`src/rtl/mems_spi_pkg.sv`:
```
`default_nettype none
// +---------------------------------------------------------------------------
// | mems_spi_pkg
// | Shared types and defaults for the MEMS SPI arbiter.
// | Revision: 1.0
// +---------------------------------------------------------------------------
package mems_spi_pkg;

    localparam int DEF_DATA_W      = 24;
    localparam int DEF_ACK_TIMEOUT = 15;

    typedef enum logic [1:0] {
        ST_IDLE      = 2'd0,
        ST_ISSUE     = 2'd1,
        ST_WAIT_ACK  = 2'd2,
        ST_WAIT_DONE = 2'd3
    } state_t;

    typedef enum logic [1:0] {
        GRANT_NONE = 2'b00,
        GRANT_SCAN = 2'b01,
        GRANT_HOST = 2'b10
    } grant_t;

    // On a tie the requester that was not served last wins.
    function automatic grant_t pick_grant(input logic scan_pend,
                                          input logic host_pend,
                                          input grant_t last_grant);
        grant_t result;
        result = GRANT_NONE;
        if (scan_pend && host_pend) begin
            result = (last_grant == GRANT_SCAN) ? GRANT_HOST : GRANT_SCAN;
        end else if (scan_pend) begin
            result = GRANT_SCAN;
        end else if (host_pend) begin
            result = GRANT_HOST;
        end
        return result;
    endfunction

endpackage
`default_nettype wire

```
`src/rtl/mems_spi_req_slot.sv`:
```
`default_nettype none
// +---------------------------------------------------------------------------
// | mems_spi_req_slot
// | Single-entry request slot: pending latch, word capture, overrun detect.
// | Revision: 1.0
// +---------------------------------------------------------------------------
module mems_spi_req_slot
    import mems_spi_pkg::*;
#(
    parameter int DATA_W = DEF_DATA_W
) (
    input  logic              clk,
    input  logic              rst,
    input  logic              start,
    input  logic [DATA_W-1:0] data,
    input  logic              take,
    input  logic              granted,
    input  logic              rel,
    output logic              pending,
    output logic [DATA_W-1:0] word,
    output logic              busy,
    output logic              overrun
);

    logic              pending_q;
    logic              pending_d;
    logic [DATA_W-1:0] word_q;
    logic [DATA_W-1:0] word_d;
    logic              slot_full;

    // The slot counts as free in the cycle the arbiter releases it.
    always_comb begin
        slot_full = pending_q | (granted & ~rel);
        overrun   = start & slot_full;
        pending_d = pending_q;
        word_d    = word_q;
        if (take) begin
            pending_d = 1'b0;
        end
        if (start && !slot_full) begin
            pending_d = 1'b1;
            word_d    = data;
        end
    end

    always_ff @(posedge clk) begin
        if (rst) begin
            pending_q <= 1'b0;
            word_q    <= '0;
        end else begin
            pending_q <= pending_d;
            word_q    <= word_d;
        end
    end

    assign pending = pending_q;
    assign word    = word_q;
    assign busy    = pending_q | granted;

endmodule
`default_nettype wire

```
`src/rtl/mems_spi_arbiter.sv`:
```
`default_nettype none
// +---------------------------------------------------------------------------
// | mems_spi_arbiter
// | Arbitrates scan and host command requests onto one shared SPI master.
// | Revision: 1.0
// +---------------------------------------------------------------------------
module mems_spi_arbiter
    import mems_spi_pkg::*;
#(
    parameter int DATA_W      = DEF_DATA_W,
    parameter int ACK_TIMEOUT = DEF_ACK_TIMEOUT
) (
    input  logic              clk,
    input  logic              rst,
    input  logic              scan_start,
    input  logic [DATA_W-1:0] scan_data,
    output logic              scan_busy,
    input  logic              host_start,
    input  logic [DATA_W-1:0] host_data,
    output logic              host_busy,
    output logic              spi_start,
    output logic [DATA_W-1:0] spi_data,
    input  logic              spi_busy,
    output logic [1:0]        grant,
    input  logic              err_clr,
    output logic              err_overrun,
    output logic              err_timeout
);

    localparam int CNT_W = (ACK_TIMEOUT < 1) ? 1 : $clog2(ACK_TIMEOUT + 1);
    localparam logic [CNT_W-1:0] CNT_MAX = CNT_W'(ACK_TIMEOUT);

    state_t            state_q;
    grant_t            grant_q;
    grant_t            last_grant_q;
    logic              spi_start_q;
    logic [DATA_W-1:0] spi_data_q;
    logic [CNT_W-1:0]  cnt_q;
    logic              err_overrun_q;
    logic              err_timeout_q;

    logic              scan_pend;
    logic              host_pend;
    logic [DATA_W-1:0] scan_word;
    logic [DATA_W-1:0] host_word;
    logic              scan_ovr;
    logic              host_ovr;
    logic              scan_granted;
    logic              host_granted;
    grant_t            pick;
    logic              take_scan;
    logic              take_host;
    logic              ack_expired;
    logic              xfer_done;
    logic              rel_scan;
    logic              rel_host;
    logic [CNT_W-1:0]  cnt_inc;

    always_comb begin
        pick         = pick_grant(scan_pend, host_pend, last_grant_q);
        take_scan    = (state_q == ST_IDLE) && (pick == GRANT_SCAN);
        take_host    = (state_q == ST_IDLE) && (pick == GRANT_HOST);
        scan_granted = (grant_q == GRANT_SCAN);
        host_granted = (grant_q == GRANT_HOST);
        ack_expired  = (state_q == ST_WAIT_ACK) && !spi_busy && (cnt_q == CNT_MAX);
        xfer_done    = (state_q == ST_WAIT_DONE) && !spi_busy;
        rel_scan     = (ack_expired || xfer_done) && scan_granted;
        rel_host     = (ack_expired || xfer_done) && host_granted;
        cnt_inc      = (cnt_q == CNT_MAX) ? cnt_q : cnt_q + CNT_W'(1);
    end

    mems_spi_req_slot #(
        .DATA_W (DATA_W)
    ) u_scan_slot (
        .clk     (clk),
        .rst     (rst),
        .start   (scan_start),
        .data    (scan_data),
        .take    (take_scan),
        .granted (scan_granted),
        .rel     (rel_scan),
        .pending (scan_pend),
        .word    (scan_word),
        .busy    (scan_busy),
        .overrun (scan_ovr)
    );

    mems_spi_req_slot #(
        .DATA_W (DATA_W)
    ) u_host_slot (
        .clk     (clk),
        .rst     (rst),
        .start   (host_start),
        .data    (host_data),
        .take    (take_host),
        .granted (host_granted),
        .rel     (rel_host),
        .pending (host_pend),
        .word    (host_word),
        .busy    (host_busy),
        .overrun (host_ovr)
    );

    always_ff @(posedge clk) begin
        if (rst) begin
            state_q       <= ST_IDLE;
            grant_q       <= GRANT_NONE;
            last_grant_q  <= GRANT_HOST;
            spi_start_q   <= 1'b0;
            spi_data_q    <= '0;
            cnt_q         <= '0;
            err_overrun_q <= 1'b0;
            err_timeout_q <= 1'b0;
        end else begin
            // A new error in the clear cycle wins over the clear.
            err_overrun_q <= (err_overrun_q & ~err_clr) | scan_ovr | host_ovr;
            err_timeout_q <= (err_timeout_q & ~err_clr) | ack_expired;
            spi_start_q   <= 1'b0;
            case (state_q)
                ST_IDLE: begin
                    if (pick != GRANT_NONE) begin
                        grant_q     <= pick;
                        spi_start_q <= 1'b1;
                        spi_data_q  <= (pick == GRANT_SCAN) ? scan_word : host_word;
                        cnt_q       <= '0;
                        state_q     <= ST_ISSUE;
                    end
                end
                ST_ISSUE: begin
                    cnt_q   <= cnt_inc;
                    state_q <= ST_WAIT_ACK;
                end
                ST_WAIT_ACK: begin
                    if (spi_busy) begin
                        state_q <= ST_WAIT_DONE;
                    end else if (ack_expired) begin
                        grant_q <= GRANT_NONE;
                        state_q <= ST_IDLE;
                    end else begin
                        cnt_q <= cnt_inc;
                    end
                end
                ST_WAIT_DONE: begin
                    if (!spi_busy) begin
                        last_grant_q <= grant_q;
                        grant_q      <= GRANT_NONE;
                        state_q      <= ST_IDLE;
                    end
                end
                default: begin
                    grant_q <= GRANT_NONE;
                    state_q <= ST_IDLE;
                end
            endcase
        end
    end

    assign spi_start   = spi_start_q;
    assign spi_data    = spi_data_q;
    assign grant       = grant_q;
    assign err_overrun = err_overrun_q;
    assign err_timeout = err_timeout_q;

endmodule
`default_nettype wire

```
`config.mk`:
```
export PLATFORM = sky130hd
export DESIGN_NAME = mems_spi_arbiter
export DESIGN_NICKNAME = d
export VERILOG_FILES = /design/src/rtl/mems_spi_pkg.sv /design/src/rtl/mems_spi_req_slot.sv /design/src/rtl/mems_spi_arbiter.sv
export SDC_FILE = /design/constraint.sdc
export NUM_CORES = 1
export LEC_CHECK = 0
export BUFFER_PORTS_ARGS = -buffer_cell sky130_fd_sc_hd__buf_2
export CAP_MARGIN = 25
export CORE_UTILIZATION = 51
export DETAILED_ROUTE_END_ITERATION = 10
export GPL_ROUTABILITY_DRIVEN = 0
export PLACE_DENSITY_LB_ADDON = 0.25
export SETUP_SLACK_MARGIN = 0.2
export SYNTH_ARGS = -nofsm -noshare
export SYNTH_HDL_FRONTEND = slang
export SYNTH_HIERARCHICAL = 1
export SYNTH_SLANG_ARGS = --single-unit
```
`constraint.sdc`:
```
create_clock -name clk -period 2.6 [get_ports clk]
set_input_delay 0.26 -clock clk [delete_from_list [all_inputs] [get_ports clk]]
set_output_delay 0.26 -clock clk [all_outputs]
set_load 0.05 [all_outputs]
```
==> impl_metrics.toml, run 1 <==
[grt]
grt_usage_pct = 19.3
grt-ovfl-total = 0
antenna_found_initial = 0
grt_max_degree = 62
grt_pass1_wl_mm = 13.3
grt_pass1_vias = 2904

[clock_network]
cts_max_level = 3
cts_buffers = 9
cts_root_buf = "clkbuf_8"
cts_buffer_depth = 2
ctsHoldBuffers = 0
post_cts_resized = 0
cts_tree = "yes"
clock-sinks = 87
worstSkewPairLatency_ns = 0.34
post_cts_buffers = 0
path_clk_slew_ns = 0.08

[floorplan]
start_util_pct = 52.5
fp.dieH_um = 94.0
dieWidth_um = 94.0
num_io_pins = 85
fp-row-count = 33
die-area_um2 = 8830
coreArea_um2 = 8220

[synth]
synth_area_leader_cell = "dfxtp_1"
syn_avg_cell_area_um2 = 10.3
synthCells = 420
synth_edf_count = 0
yosysUniqueCellTypes = 41
syn_nets = 481
netlist_area_um2 = 4310
yosysTopAreaCellShare_pct = 40.4
async_flop_share_pct = 0
yosys_warnings = 6
yosys_most_used_dff = "dfxtp_1"
ys_seq_area_share_pct = 40.4
synth_area_leaders = "dfxtp_1 40%, mux2i_1 17%, nand2b_1 15%"
ys_ff_latch = 87

[final_layout]
multi_input_comb_area_um2 = 2340
fillers = 719
final_cells = 604
diodes = 0
seq_area_um2 = 1740
syn2layout_area_growth_pct = 14.6
layout.nets = 555
final_common_cell = "nand2b_1"
drive_gt1_share_pct = 29.1
final_cell_mix = "100 x nand2b_1, 87 x dfxtp_1, 83 x buf_2"

[setup_path]
cp_slowest_stage_delay_ns = 0.36
startpoint_type = "flop"
r2r_start = "state_q[0]"
setup.worst_path.start = "state_q[0]"
cp-end-kind = "flop"
worstPathCellList = "inv_1 > ha_1 > nand4_1 > a21oi_1 > and2_1 > nor2b_4 > nor3b_4 > buf_12 > mux2i_1"
crit_required_ns = 2.86
critPathMaxFanout = 25
path_class = "flop to flop"
slowest_stage = "dfxtp_1"
critical_path_arrival_ns = 2.45

[routing]
via_count = 3037
vias_per_cell = 5.03
drt_drc_violations_left = 2
routedWlPerCell_um = 13.6
ant_nets = 0
finalWirelength_mm = 8.22
first_iter_violations = 98
dr.pass1.iters = 7

[power_and_ir_drop]
pwr-share-comb_pct = 42.4
switching_power_mw = 1.91
ir_worst_vdd_v = 0.000568
clkPwrFrac_pct = 19.6
p_leak_nw = 2.18
p_int_mw = 2.76
p_sw_share_pct = 40.9
power_density_nw_per_um2 = 945
seq_power_share_pct = 38.0

[placed_design]
dp_slack_ns = 0.445
port_buffers = 84
dp_hpwl_mm = 5.64
place_inst = 588

[worst_hold_path]
holdCritPathClass = "primary input to flop"
hold_start = "host_data[2]"

[timing]
fin_hold_ws_ns = 0.175
fin_crit_ns = 2.19
setup-violations-final = 0
skew_ns = 0.00794
finalHoldViolCount = 0
worst_pin_slew_ns = 0.570
finalMaxSlewViolations = 0
period_share_pct = 84.2
rsz0062_at_grt = "no"
fin_tns_setup_ns = 0
clock.fmax_mhz = 457
layout_setup_ws_ns = 0.410
timing.slew.headroom_pct = 61.8

[status]
status = "finished, violations left"
violations = "DRC"

[flow_run]
cap_viol_max_count = 0
layer usage:
layer	global-route usage, %	vias up	wire, µm
li1	-	1578	-
met1	25.9	1401	3990
met2	31.4	54	3880
met3	3.24	4	300
met4	6.54	0	41
met5	0	-	0
worst max-delay path, delay by kind of cell, from the launching register on:
kind	cells	cell delay, ns
AND/OR/NAND/NOR	4	0.62
flip-flops	1	0.36
multiplexers	1	0.23
AO/OA/AOI/OAI	1	0.21
buffers and inverters	2	0.36
adder cells (fa/ha/maj)	1	0.31
cells in the mapped netlist (3+ instances only):
cell type  number
mux2i_1        74
nand2b_1      100
dfxtp_1        87
a211oi_1       10
and2_1          4
nor2_1         34
nand2_1         3
a21oi_1         8
inv_1           6
or2_2           4
buf_2           6
nor3b_2         3
buf_12          6
a211oi_2       20
clkbuf_1       13
nor2b_1         5
ha_1            7
worst paths after layout:
check                         endpoint  slack (ns)  cells after the start
setup / recovery  u_scan_slot/word[10]        0.41                      9
hold / removal     u_host_slot/word[2]        0.17                      3
setup reg to reg  u_scan_slot/word[10]        0.41                      9
hold reg to reg   u_scan_slot/word[20]        0.48                      2
sequential cells by signal (all words and copies together) (netlist names):
signal and flops:
state_q 2, cnt_q 4, err_overrun 1, u_host_slot/word 24
u_scan_slot/pending 1, u_host_slot/pending 1, grant 2, spi_start 1
err_timeout 1, last_grant_q 2, spi_data 24, u_scan_slot/word 24
cell families after synthesis:
logic type | count (synthesis) | share of synthesized area (%)
adder cells (fa/ha/maj) | 7 | 2.03
buffers and inverters | 35 | 5.83
AND/OR/NAND/NOR | 164 | 22.8
flip-flops | 87 | 40.4
AO/OA/AOI/OAI | 53 | 11.8
multiplexers | 74 | 17.2
power by group through the flow:
| stage | combinational (mW) | sequential (mW) | clock [mW] |
|---|---|---|---|
| 6_report | 1.98 | 1.78 | 0.915 |
| 5_1_grt | 2.14 | 1.81 | 0.996 |
| 4_1_cts | 1.99 | 1.78 | 0.939 |
| 3_5_place_dp | 1.98 | 1.81 | 0 |
| 3_3_place_gp | 1.94 | 1.79 | 0 |
| 2_1_floorplan | 1.14 | 2.26 | 0 |
through the flow:
stage | power [mW] | instance area [µm²] | utilization [%]
floorplan | 3.40 | 4310 | -
global placement | 3.74 | 4750 | 57.8
detailed placement | 3.79 | 4750 | 57.8
CTS | 4.71 | 4940 | 60.1
global route | 4.95 | 4940 | 60.1
finish | 4.67 | 4940 | 60.1
final cells by class:
| class | instances | share of cell area [%] |
|---|---|---|
| Multi-Input combinational cell | 298 | 47.3 |
| Sequential cell | 87 | 35.2 |
| Timing Repair Buffer | 91 | 10.4 |
| Clock buffer | 12 | 2.94 |
| Tap cell | 105 | 2.66 |
| Clock inverter | 4 | 0.911 |
| Inverter | 7 | 0.532 |
(Power assumes the default switching activity.)
==> run 2: changes to the inputs <==
==> constraint.sdc (replaced) <==
create_clock -name clk -period 2.1 [get_ports clk]
set_input_delay 0.21 -clock clk [delete_from_list [all_inputs] [get_ports clk]]
set_output_delay 0.21 -clock clk [all_outputs]
set_load 0.05 [all_outputs]
==> impl_metrics.toml, run 2 (synthesized netlist as in run 1, its figures left out) <==
[power_and_ir_drop]
switching_power_mw = 2.53
clkPwrFrac_pct = 18.9
power_density_nw_per_um2 = 1170
p_leak_nw = 2.34
ir_worst_vdd_v = 0.000594
p_sw_share_pct = 40.6
seq_power_share_pct = 35.5
p_int_mw = 3.69
pwr-share-comb_pct = 45.6

[floorplan]
dieWidth_um = 94.0
die-area_um2 = 8830
fp.dieH_um = 94.0
fp-row-count = 33
start_util_pct = 52.5
num_io_pins = 85
coreArea_um2 = 8220

[clock_network]
cts_buffers = 9
cts_max_level = 3
cts_buffer_depth = 2
path_clk_slew_ns = 0.09
clock-sinks = 87
cts_root_buf = "clkbuf_8"
worstSkewPairLatency_ns = 0.35
cts_tree = "yes"

[setup_path]
startpoint_type = "flop"
rrSetupSlack_ns = 0.12
crit_family = "simple AND/OR/NAND/NOR gates"
crit_required_ns = 2.37
critical_path_arrival_ns = 2.25
critPathMaxFanout = 6
slowest_stage = "dfxtp_1"
cp-end-kind = "flop"
worstPathCellList = "ha_1 > nand4_1 > a21oi_2 > and2_4 > nor2b_4 > nor3b_4 > buf_6 > buf_12 > buf_16 > mux2i_1"
path_buf_inv = 3
path_class = "flop to flop"
cp_slowest_stage_delay_ns = 0.36

[final_layout]
post-route-util_pct = 64.6
final_cells = 624
final_cell_mix = "100 x nand2b_1, 84 x dfxtp_1, 83 x buf_2"
drive_gt1_share_pct = 34.5
fillers = 694
final_common_cell = "nand2b_1"
diodes = 0
syn2layout_area_growth_pct = 23.2
layout.nets = 575

[routing]
ant_nets = 0
drt_drc_violations_left = 2
first_iter_violations = 105
finalWirelength_mm = 9.26
routedWlPerCell_um = 14.8
via_count = 3180
dr.pass1.iters = 7
vias_per_cell = 5.10

[timing]
fin_tns_setup_ns = 0
finalHoldViolCount = 0
worst_pin_slew_ns = 0.438
skew_ns = 0.0113
setup-violations-final = 0
layout_setup_ws_ns = 0.117
clock.fmax_mhz = 504
finalMaxSlewViolations = 0
period_share_pct = 94.4
rsz0062_at_grt = "yes"
timing.slew.headroom_pct = 70.7
fin_crit_ns = 1.98

[placed_design]
place_inst = 590
dp_slack_ns = 0.0558
port_buffers = 84
dp_hpwl_mm = 5.50

[grt]
grt_max_degree = 105
top_usage_layer = "met2"
grt_pass1_vias = 2959
antenna_found_initial = 0
grt_pass1_wl_mm = 14.0
grt_usage_pct = 20.4
grt-ovfl-total = 0
grt_use_met3_pct = 4.61
gr-usage-met1_pct = 26.3
grtUsageMet2_pct = 34.0

[worst_hold_path]
holdCritPathClass = "primary input to flop"

[flow_run]
cap_viol_max_count = 0

[status]
status = "finished, violations left"
violations = "DRC"
-- run 2: worst paths after layout --
kind	startpoint	endpoint	depth (start not counted)
worst min-delay path	host_data[4]	u_host_slot/word[4]	3
worst max-delay path	cnt_q[1]	u_scan_slot/word[23]	10
worst min register to register	u_scan_slot/word[11]	u_scan_slot/word[11]	2
worst max register to register	cnt_q[1]	u_scan_slot/word[23]	10
-- run 2: final cells by class --
type	instances	area, µm²	share of cell area (%)
clock buffer	10	138	2.59
sequential	87	1750	33.0
tap	105	131	2.47
timing repair buffer	111	812	15.3
multi-input combinational	298	2390	45.0
inverter	7	28.8	0.542
clock inverter	6	60.1	1.13
-- run 2: what timing repair did --
item	in CTS	in global routing
pin swaps	4	9
cloned	3	3
endpoints found under the setup margin	53	53
setup buffers	7	5
hold buffers	0	0
gates resized for setup	16	7
-- run 2: per-layer routing --
metal	up-vias	wire length (µm)
met4	0	80
met3	7	298
met1	1497	4360
met5	-	0
met2	58	4520
li1	1618	-
-- run 2: power by group through the flow --
stage / Clock (mW) / Sequential (mW) / Combinational (mW)
detailed placement: 0 / 2.23 / 2.45
CTS: 1.20 / 2.21 / 2.66
floorplan: 0 / 2.80 / 1.41
global route: 1.28 / 2.25 / 3.01
global placement: 0 / 2.22 / 2.41
finish: 1.17 / 2.21 / 2.84
-- run 2: through the flow --
step | instance area (µm²) | hold slack (ns) | total power [mW]
6_report | 5310 | 0.113 | 6.22
5_1_grt | 5310 | 0.0968 | 6.55
4_1_cts | 5150 | 0.103 | 6.06
3_5_place_dp | 4770 | 0.461 | 4.69
3_3_place_gp | 4770 | 0.459 | 4.63
2_1_floorplan | 4310 | 0.365 | 4.21
-- run 2: worst reg2reg max path: stages (launching register included) --
cell     delay, ns
dfxtp_1       0.36
ha_1          0.20
nand4_1       0.17
a21oi_2       0.20
and2_4        0.16
nor2b_4       0.04
nor3b_4       0.20
buf_6         0.15
buf_12        0.10
buf_16        0.12
mux2i_1       0.21
